[src/rtl/tally_pkg.sv]
// Shared types and constants for the ballot tally block: the controller state
// encoding, candidate codes and default sizes.
package tally_pkg;

  localparam int DEF_CNT_W      = 6;
  localparam int DEF_NUM_JUDGES = 4;

  typedef enum logic [1:0] {
    IDLE   = 2'd0,
    VOTING = 2'd1,
    JURY   = 2'd2,
    DONE   = 2'd3
  } state_t;

  localparam logic [1:0] CAND_A = 2'b00;
  localparam logic [1:0] CAND_B = 2'b01;
  localparam logic [1:0] CAND_C = 2'b10;
  localparam logic [1:0] CAND_D = 2'b11;

endpackage

[src/rtl/ballot_tally_if.sv]
// Ballot/jury input bus and the VA..VD / J1..J4 result bus of ballot_tally.
// master = stimulus side driving the votes, slave = the tally block.
interface ballot_tally_if
  import tally_pkg::*;
#(
  parameter int CNT_W = DEF_CNT_W
);
  logic             start;
  logic             ballot_valid;
  logic [1:0]       ballot_cand;
  logic             ballot_ready;
  logic             close;
  logic             judge_valid;
  logic [1:0]       judge_idx;
  logic [1:0]       judge_vote;
  logic [CNT_W-1:0] VA, VB, VC, VD;
  logic [1:0]       J1, J2, J3, J4;
  logic             done;
  logic             sat;

  modport master (
    output start, ballot_valid, ballot_cand, close,
    output judge_valid, judge_idx, judge_vote,
    input  ballot_ready, VA, VB, VC, VD, J1, J2, J3, J4, done, sat
  );

  modport slave (
    input  start, ballot_valid, ballot_cand, close,
    input  judge_valid, judge_idx, judge_vote,
    output ballot_ready, VA, VB, VC, VD, J1, J2, J3, J4, done, sat
  );
endinterface

[src/rtl/tally_counter.sv]
// Saturating per-candidate counter with synchronous clear. sat_hit flags a
// count request that arrived while the counter was already at its maximum.
module tally_counter #(
  parameter int CNT_W = 6
) (
  input  logic             clk,
  input  logic             rst,
  input  logic             clr,
  input  logic             en,
  output logic [CNT_W-1:0] count,
  output logic             sat_hit
);
  localparam logic [CNT_W-1:0] MAX = {CNT_W{1'b1}};

  assign sat_hit = en && (count == MAX);

  // Count up on enable, holding at MAX instead of wrapping.
  always_ff @(posedge clk) begin
    if (rst || clr) begin
      count <= '0;
    end else if (en && (count != MAX)) begin
      count <= count + 1'b1;
    end
  end
endmodule

[src/rtl/ballot_tally.sv]
// Sequential vote collector: counts popular ballots per candidate, then
// gathers jury votes, then freezes the results with done.
// Optional feature macro: BALLOT_TALLY_JURY_EN (defined = JURY phase present;
// undefined = close goes straight to DONE and J1..J4 read 00).
module ballot_tally
  import tally_pkg::*;
#(
  parameter int CNT_W      = DEF_CNT_W,
  parameter int NUM_JUDGES = DEF_NUM_JUDGES
) (
  input  logic              clk,
  input  logic              rst,
  ballot_tally_if.slave     bus
);
  state_t           state, state_next;
  logic             accept;
  logic             all_in;
  logic             sat_flag;
  logic [CNT_W-1:0] total [4];
  logic [3:0]       hit;
  logic [1:0]       judge [NUM_JUDGES];

  // A start in the same cycle discards the ballot, since it clears anyway.
  assign accept = bus.ballot_valid && (state == VOTING) && !bus.start;

  genvar gi;
  generate
    for (gi = 0; gi < 4; gi++) begin : g_cand
      tally_counter #(.CNT_W(CNT_W)) u_cnt (
        .clk     (clk),
        .rst     (rst),
        .clr     (bus.start),
        .en      (accept && (bus.ballot_cand == 2'(gi))),
        .count   (total[gi]),
        .sat_hit (hit[gi])
      );
    end
  endgenerate

`ifdef BALLOT_TALLY_JURY_EN
  localparam state_t CLOSE_TO = JURY;

  logic [NUM_JUDGES-1:0] rcvd, rcvd_next;
  logic                  jury_take;

  // First vote per slot stands; repeats for a received slot are dropped.
  assign jury_take = bus.judge_valid && (state == JURY) && !bus.start
                     && !rcvd[bus.judge_idx];

  // Received-bit update for this cycle's jury vote.
  always_comb begin
    rcvd_next = rcvd;
    if (jury_take) rcvd_next[bus.judge_idx] = 1'b1;
  end

  assign all_in = &rcvd_next;

  // Jury slots and received bits, cleared by reset or a new election.
  always_ff @(posedge clk) begin
    if (rst || bus.start) begin
      rcvd <= '0;
      for (int i = 0; i < NUM_JUDGES; i++) judge[i] <= 2'b00;
    end else begin
      rcvd <= rcvd_next;
      if (jury_take) judge[bus.judge_idx] <= bus.judge_vote;
    end
  end
`else
  localparam state_t CLOSE_TO = DONE;

  // Jury inputs have no function in this build.
  logic unused_judge;
  assign unused_judge = ^{bus.judge_valid, bus.judge_idx, bus.judge_vote};
  assign all_in = 1'b0;

  always_comb begin
    for (int i = 0; i < NUM_JUDGES; i++) judge[i] = 2'b00;
  end
`endif

  // Controller state register.
  always_ff @(posedge clk) begin
    if (rst) state <= IDLE;
    else     state <= state_next;
  end

  // Next-state logic; start from any state reopens voting and wins over close.
  always_comb begin
    state_next = state;
    if (bus.start) begin
      state_next = VOTING;
    end else begin
      case (state)
        IDLE:    state_next = IDLE;
        VOTING:  if (bus.close) state_next = CLOSE_TO;
        JURY:    if (all_in) state_next = DONE;
        DONE:    state_next = DONE;
        default: state_next = IDLE;
      endcase
    end
  end

  // Sticky saturation flag: set when a ballot is lost at full scale.
  always_ff @(posedge clk) begin
    if (rst || bus.start) sat_flag <= 1'b0;
    else if (|hit)        sat_flag <= 1'b1;
  end

  assign bus.ballot_ready = (state == VOTING);
  assign bus.done         = (state == DONE);
  assign bus.sat          = sat_flag;
  assign bus.VA           = total[0];
  assign bus.VB           = total[1];
  assign bus.VC           = total[2];
  assign bus.VD           = total[3];
  assign bus.J1           = judge[0];
  assign bus.J2           = judge[1];
  assign bus.J3           = judge[2];
  assign bus.J4           = judge[3];
endmodule

[src/flat_wrapper.sv]
// flat-port wrapper written by rule: the top's interface ports become plain ports
module ballot_tally_flat import tally_pkg::*;
#(
  parameter int CNT_W      = DEF_CNT_W,
  parameter int NUM_JUDGES = DEF_NUM_JUDGES
)
  (clk, rst, bus_start, bus_ballot_valid, bus_ballot_cand, bus_close, bus_judge_valid, bus_judge_idx, bus_judge_vote, bus_ballot_ready, bus_VA, bus_VB, bus_VC, bus_VD, bus_J1, bus_J2, bus_J3, bus_J4, bus_done, bus_sat);
  ballot_tally_if #(.CNT_W(CNT_W)) bus_i ();
  input  logic clk;
  input  logic rst;
  input wire logic [$bits(bus_i.start)-1:0] bus_start;
  input wire logic [$bits(bus_i.ballot_valid)-1:0] bus_ballot_valid;
  input wire logic [$bits(bus_i.ballot_cand)-1:0] bus_ballot_cand;
  input wire logic [$bits(bus_i.close)-1:0] bus_close;
  input wire logic [$bits(bus_i.judge_valid)-1:0] bus_judge_valid;
  input wire logic [$bits(bus_i.judge_idx)-1:0] bus_judge_idx;
  input wire logic [$bits(bus_i.judge_vote)-1:0] bus_judge_vote;
  output wire logic [$bits(bus_i.ballot_ready)-1:0] bus_ballot_ready;
  output wire logic [$bits(bus_i.VA)-1:0] bus_VA;
  output wire logic [$bits(bus_i.VB)-1:0] bus_VB;
  output wire logic [$bits(bus_i.VC)-1:0] bus_VC;
  output wire logic [$bits(bus_i.VD)-1:0] bus_VD;
  output wire logic [$bits(bus_i.J1)-1:0] bus_J1;
  output wire logic [$bits(bus_i.J2)-1:0] bus_J2;
  output wire logic [$bits(bus_i.J3)-1:0] bus_J3;
  output wire logic [$bits(bus_i.J4)-1:0] bus_J4;
  output wire logic [$bits(bus_i.done)-1:0] bus_done;
  output wire logic [$bits(bus_i.sat)-1:0] bus_sat;
  assign bus_i.start = bus_start;
  assign bus_i.ballot_valid = bus_ballot_valid;
  assign bus_i.ballot_cand = bus_ballot_cand;
  assign bus_i.close = bus_close;
  assign bus_i.judge_valid = bus_judge_valid;
  assign bus_i.judge_idx = bus_judge_idx;
  assign bus_i.judge_vote = bus_judge_vote;
  assign bus_ballot_ready = bus_i.ballot_ready;
  assign bus_VA = bus_i.VA;
  assign bus_VB = bus_i.VB;
  assign bus_VC = bus_i.VC;
  assign bus_VD = bus_i.VD;
  assign bus_J1 = bus_i.J1;
  assign bus_J2 = bus_i.J2;
  assign bus_J3 = bus_i.J3;
  assign bus_J4 = bus_i.J4;
  assign bus_done = bus_i.done;
  assign bus_sat = bus_i.sat;
  ballot_tally #(.CNT_W(CNT_W), .NUM_JUDGES(NUM_JUDGES)) u_core (.clk(clk), .rst(rst), .bus(bus_i));
endmodule
[config.mk]
export PLATFORM = sky130hd
export DESIGN_NAME = ballot_tally_flat
export DESIGN_NICKNAME = d
export VERILOG_FILES = /design/src/rtl/tally_pkg.sv /design/src/rtl/ballot_tally_if.sv /design/src/rtl/tally_counter.sv /design/src/rtl/ballot_tally.sv /design/src/flat_wrapper.sv
export SDC_FILE = /design/constraint.sdc
export NUM_CORES = 1
export LEC_CHECK = 0
export ABC_CLOCK_PERIOD_IN_PS = 3100
export CAP_MARGIN = 20
export CORE_MARGIN = 2
export CORE_UTILIZATION = 43
export DETAILED_ROUTE_END_ITERATION = 6
export PLACE_DENSITY = 0.76
export SLEW_MARGIN = 5
export SYNTH_ARGS = -nofsm -noshare
export SYNTH_HDL_FRONTEND = slang
export SYNTH_SLANG_ARGS = --single-unit
[constraint.sdc]
create_clock -name clk -period 3.1 [get_ports clk]
set_clock_uncertainty 0.05 [all_clocks]
set_input_delay 0.465 -clock clk [delete_from_list [all_inputs] [get_ports clk]]
set_output_delay 0.465 -clock clk [all_outputs]
set_load 0.03 [all_outputs]
== Yosys cells after proc, flatten, opt, wreduce, memory -nomap -nowiden ==
Cells that the tools add are included.

* Register bits: 27
* Bits of input ports: 12
* Logic and storage cells: 54

* Add/sub/neg operators: 4
* Eq/ne operators: 17
* Mux-type cells: 3
* Bitwise gates (word level): 1
* Reductions and logical operators: 22

{| class="wikitable"
|+ Operators with widths
! cell !! count
|-
| $add 6x1->6 const B || 4
|-
| $eq 6x6->1 const B || 4
|-
| $ne 6x6->1 const B || 4
|-
| $logic_and 1x1->1 || 14
|-
| $eq 2x2->1 const B || 4
|-
| $pmux 2 s3 || 1
|-
| $eq 2x1->1 const B || 2
|-
| $logic_not 2->1 || 2
|-
| $ne 2x2->1 const B || 2
|-
| $reduce_and 2->1 || 2
|-
| $reduce_or 4->1 || 1
|-
| $ne 3x3->1 const B || 1
|-
| $mux 2 || 1
|-
| $reduce_or 2->1 || 1
|-
| $logic_not 1->1 || 1
|-
| $logic_or 1x1->1 || 1
|-
| $mux 1 || 1
|-
| $not 1->1 || 1
|}

== Logic depth before layout (Yosys ltp) ==
* Depth in word-level cells: 6
* Mapped depth: 5

== By module ==
From an unflattened synthesis, not the netlist that was laid out.

* Cells, all modules: 160
* Area, all modules: 1432.6 sq um

{| class="wikitable"
|+ By module, submodules not included
! module !! times used !! cells each !! area an instance (sq um) !! seq. area each (sq um)
|-
| tally_counter || 4 || 33 || 301.5 || 120.1
|-
| ballot_tally || 1 || 28 || 226.5 || 60.1
|}

== Worst setup path after synthesis ==
No wires, ideal clock.

* Kind: input to register
* From: in bus_start
* To: reg u_core.g_cand[3].u_cnt.count[3]
* Setup time: 70 ps
* Arrival time: 1612 ps
* Path slack: 1368 ps
* Stages: 4
* Buffers on the path: 0
* Cell sequence: and4bb_4 > nand3_4 > or4_1 > a21oi_1

* Longest elaborated chain between the ends: 4
* Elaborated cells between the ends (all ways): 5
* Those cells by class: 5 x reduce/logical

{| class="wikitable"
|+ RTL lines
! item !! RTL line !! text
|-
| start: declaration || flat_wrapper.sv:11 || <nowiki>input wire logic [$bits(bus_i.start)-1:0] bus_start;</nowiki>
|-
| $logic_not 1->1 || ballot_tally.sv:24 || <nowiki>assign accept = bus.ballot_valid && (state == VOTING) && !bus.start;</nowiki>
|-
| $logic_and 1x1->1 || ballot_tally.sv:24 ||
|-
| $logic_and 1x1->1 || ballot_tally.sv:33 || <nowiki>.en (accept && (bus.ballot_cand == 2'(gi))),</nowiki>
|-
| $logic_and 1x1->1 || tally_counter.sv:21 || <nowiki>end else if (en && (count != MAX)) begin</nowiki>
|-
| end signal: assignment || tally_counter.sv:22 || <nowiki>count <= count + 1'b1;</nowiki>
|-
| end: declaration || tally_counter.sv:10 || <nowiki>output logic [CNT_W-1:0] count,</nowiki>
|}

Parallel ways exist; a longest one is shown, timed or not.
A chain may end at the register's enable or synchronous reset.

== Final worst setup path ==
* From: reg u_core.state[0]
* To: out bus_ballot_ready

* Longest elaborated chain between the ends: 1

{| class="wikitable"
|+ RTL lines
! item !! RTL line !! text
|-
| start: declaration || ballot_tally.sv:15 || <nowiki>state_t state, state_next;</nowiki>
|-
| start signal: assignment || ballot_tally.sv:84 || <nowiki>else state <= state_next;</nowiki>
|-
| $eq 2x1->1 || ballot_tally.sv:109 || <nowiki>assign bus.ballot_ready = (state == VOTING);</nowiki>
|-
| end: declaration || flat_wrapper.sv:18 || <nowiki>output wire logic [$bits(bus_i.ballot_ready)-1:0] bus_ballot_ready;</nowiki>
|}

No other way between the ends.

==> metrics.yaml <==
status: "complete, no violations"
rsz0062_at_grt: "no"
finalMaxSlewViolations: 0
grt_overflow: 0
pre_cts_slack_ps: 691
num_vias: 1261
period_share_pct: 68.0
postLayoutSetupSlackWorst_ps: 993
dieArea_mm2: 0.00373
clock_latency_ps: 330
required_ps: 2580
reg2reg_depth: 4
layout-drive-gt1-share_pct: 5.29
area_delta_synth_final_pct: 25.9
worstSetupEndpoint: "bus_ballot_ready"
synthCells: 157
worst-path-max-fanout: 5
nets: 206
drt_pass1_iterations: 4
vias_per_cell: 5.41
wl_um: 2910
worstSetupPathType: "reg -> out"
p_per_area_mw_per_mm2: 315
hold_path.class: "reg -> reg"
leakage_nw: 0.605
seqCellArea_um2: 541
die_w_um: 61.1
final_cell_mix: "clkdlybuf4s50_1 (33), dfxtp_1 (27), nor2_1 (19)"
max_freq_ghz: 0.475
core_mm2: 0.00308
vdd_drop_max_v: 0.000284
postRouteAntennaNets: 0
die_h_um: 61.1
ios: 47
yosysSeqAreaShare_pct: 38.6
drt_iter0_markers: 51
initial_core_util_pct: 45.5
ys_types: 34
syn_area_mm2: 0.00140
grt_pass1_vias: 1150
antenna_found_initial: 0
startpoint_type: "flop"
p_total_mw: 0.556
fill_cells: 291
grt_pass1_wl_um: 4970
final.min_clock_period_ps: 2110
finalCoreUtilization_pct: 57.3
yosys_warnings: 0
avgSynthCellArea_um2: 8.92
postCtsHoldBufs: 0
path_clk_slew_ps: 150
cts_resized: 0
drc_errors: 0
num_antenna_cells: 0
grt_max_degree: 26
h-tree-depth: 1
wire_per_inst_um: 12.5
slew_headroom_pct: 66.6
synth-seq-cells: 27
cp.arrival_ps: 1590
cp-end-kind: "output port"
cts_sinks: 27
worstHoldPathCells: 2
startpoint: "u_core.state[0]"
finalSetupTns_ps: 0
cts_setup_buffers: 0
worstReg2RegStart: "u_core.state[0]"
cts_tree: "done"
drv_cap: 0
gp_congestion: 0.811
cts_buffers: 3
rrSetupSlack_ps: 1320
cts_buffer_depth: 2
core.rowCount: 20
root_buffer: "clkbuf_4"
io_buffers: 33
setup_violations: 0
reg2reg_to: "u_core.g_cand[3].u_cnt.count[3]"
hpwl_um: 2130
layout_commonest_cell: "clkdlybuf4s50_1"
multi_input_area_um2: 806
finalHoldViolCount: 0
grt_usage_pct: 17.3
worst_pin_slew_ps: 502
[synth_stat cells]
| library cell | count | share of area, % |
|---|---|---|
| dfxtp_1 | 27 | 39 |
| nor2_1 | 19 | 5.1 |
| a21oi_1 | 13 | 4.6 |
| nand3_1 | 11 | 3.9 |
| nand2_1 | 9 | 2.4 |
| buf_4 | 8 | 4.3 |
| xor2_1 | 6 | 3.8 |
| o21ai_0 | 5 | 1.8 |
| o31ai_1 | 5 | 2.7 |
| or3_1 | 5 | 2.2 |
| and3_1 | 4 | 1.8 |
| ha_1 | 4 | 3.6 |
| mux2i_1 | 4 | 2.9 |
| or4_1 | 4 | 2.1 |
| a211oi_1 | 3 | 1.6 |
| a31oi_1 | 3 | 1.3 |
| clkbuf_1 | 3 | 0.80 |
| nor4_1 | 3 | 1.3 |
| o2111ai_1 | 3 | 1.9 |
| o211ai_4 | 3 | 4.6 |
| and2b_1 | 2 | 1.1 |
| a311oi_1 | 1 | 0.63 |
| and2_1 | 1 | 0.45 |
| and4bb_4 | 1 | 1.2 |
| buf_2 | 1 | 0.36 |
| conb_1 | 1 | 0.27 |
| inv_1 | 1 | 0.27 |
| nand3_4 | 1 | 1.3 |
| nand3b_1 | 1 | 0.54 |
| nor2b_1 | 1 | 0.45 |
| nor3b_1 | 1 | 0.54 |
| o311ai_0 | 1 | 0.63 |
| o41ai_1 | 1 | 0.63 |
| or2_2 | 1 | 0.45 |
[area by class of cell]
| class | count | area share, % |
|---|---|---|
| sequential | 27 | 30.7 |
| timing repair buffer | 33 | 18.7 |
| clock buffer | 3 | 1.28 |
| multi-input combinational | 124 | 45.7 |
| tap | 44 | 3.12 |
| clock inverter | 1 | 0.284 |
| inverter | 1 | 0.213 |
[logic make-up after synthesis]
kind of cell / count (synthesis) / synth area share, %
DFF: 27 / 38.6
and+or+nand+nor: 64 / 24.8
buffers and inverters: 13 / 5.72
adders and majority gates: 4 / 3.57
other: 1 / 0.268
AOI/OAI and AO/OA: 38 / 20.4
muxes: 4 / 2.86
xor gates and xnor gates: 6 / 3.75
[critical path, stage by stage, from the launching register on]
cell and delay [ps]:
dfxtp_1 420, nor2b_1 160, clkdlybuf4s50_1 680
[state kept, by name, summed over array words and instances (netlist names)]
register and cells:
u_core.bus.sat 1, u_core.g_cand.u_cnt.count 24, u_core.state 2
[metal layers]
layer / vias to the layer above / GRT usage [%] / routed length [um]
met3: 4 / 4.62 / 177
met4: 0 / 3.73 / 20
met5: - / 0 / 0
met2: 39 / 29.2 / 1380
met1: 582 / 22.4 / 1330
li1: 636 / - / -
[worst min path at each step]
stage / start / to / slack (ps)
after CTS: u_core.g_cand[3].u_cnt.count[5] / u_core.g_cand[3].u_cnt.count[5] / 470
after global routing: u_core.g_cand[3].u_cnt.count[5] / u_core.g_cand[3].u_cnt.count[5] / 490
after global placement: u_core.g_cand[3].u_cnt.count[5] / u_core.g_cand[3].u_cnt.count[5] / 440
after floorplan: u_core.state[1] / u_core.state[1] / 410
final: u_core.g_cand[3].u_cnt.count[5] / u_core.g_cand[3].u_cnt.count[5] / 460
after detailed placement: u_core.g_cand[2].u_cnt.count[4] / u_core.g_cand[2].u_cnt.count[4] / 440
[power by group]
| group | switching (mW) | internal, mW | leakage, nW | total (mW) |
|---|---|---|---|---|
| registers | 0.00188 | 0.349 | 0.218 | 0.351 |
| logic | 0.0358 | 0.0157 | 0.370 | 0.0515 |
| clock network | 0.105 | 0.0485 | 0.0177 | 0.154 |
[through the flow]
stage / hold WS, ps / std cells / cell area [um^2]
floorplan: 415 / 164 / 1430
global placement: 437 / 229 / 1740
detailed placement: 443 / 229 / 1740
CTS: 466 / 233 / 1760
global route: 495 / 233 / 1760
finish: 464 / 233 / 1760
Note: power is estimated with default switching activity, not from simulation.
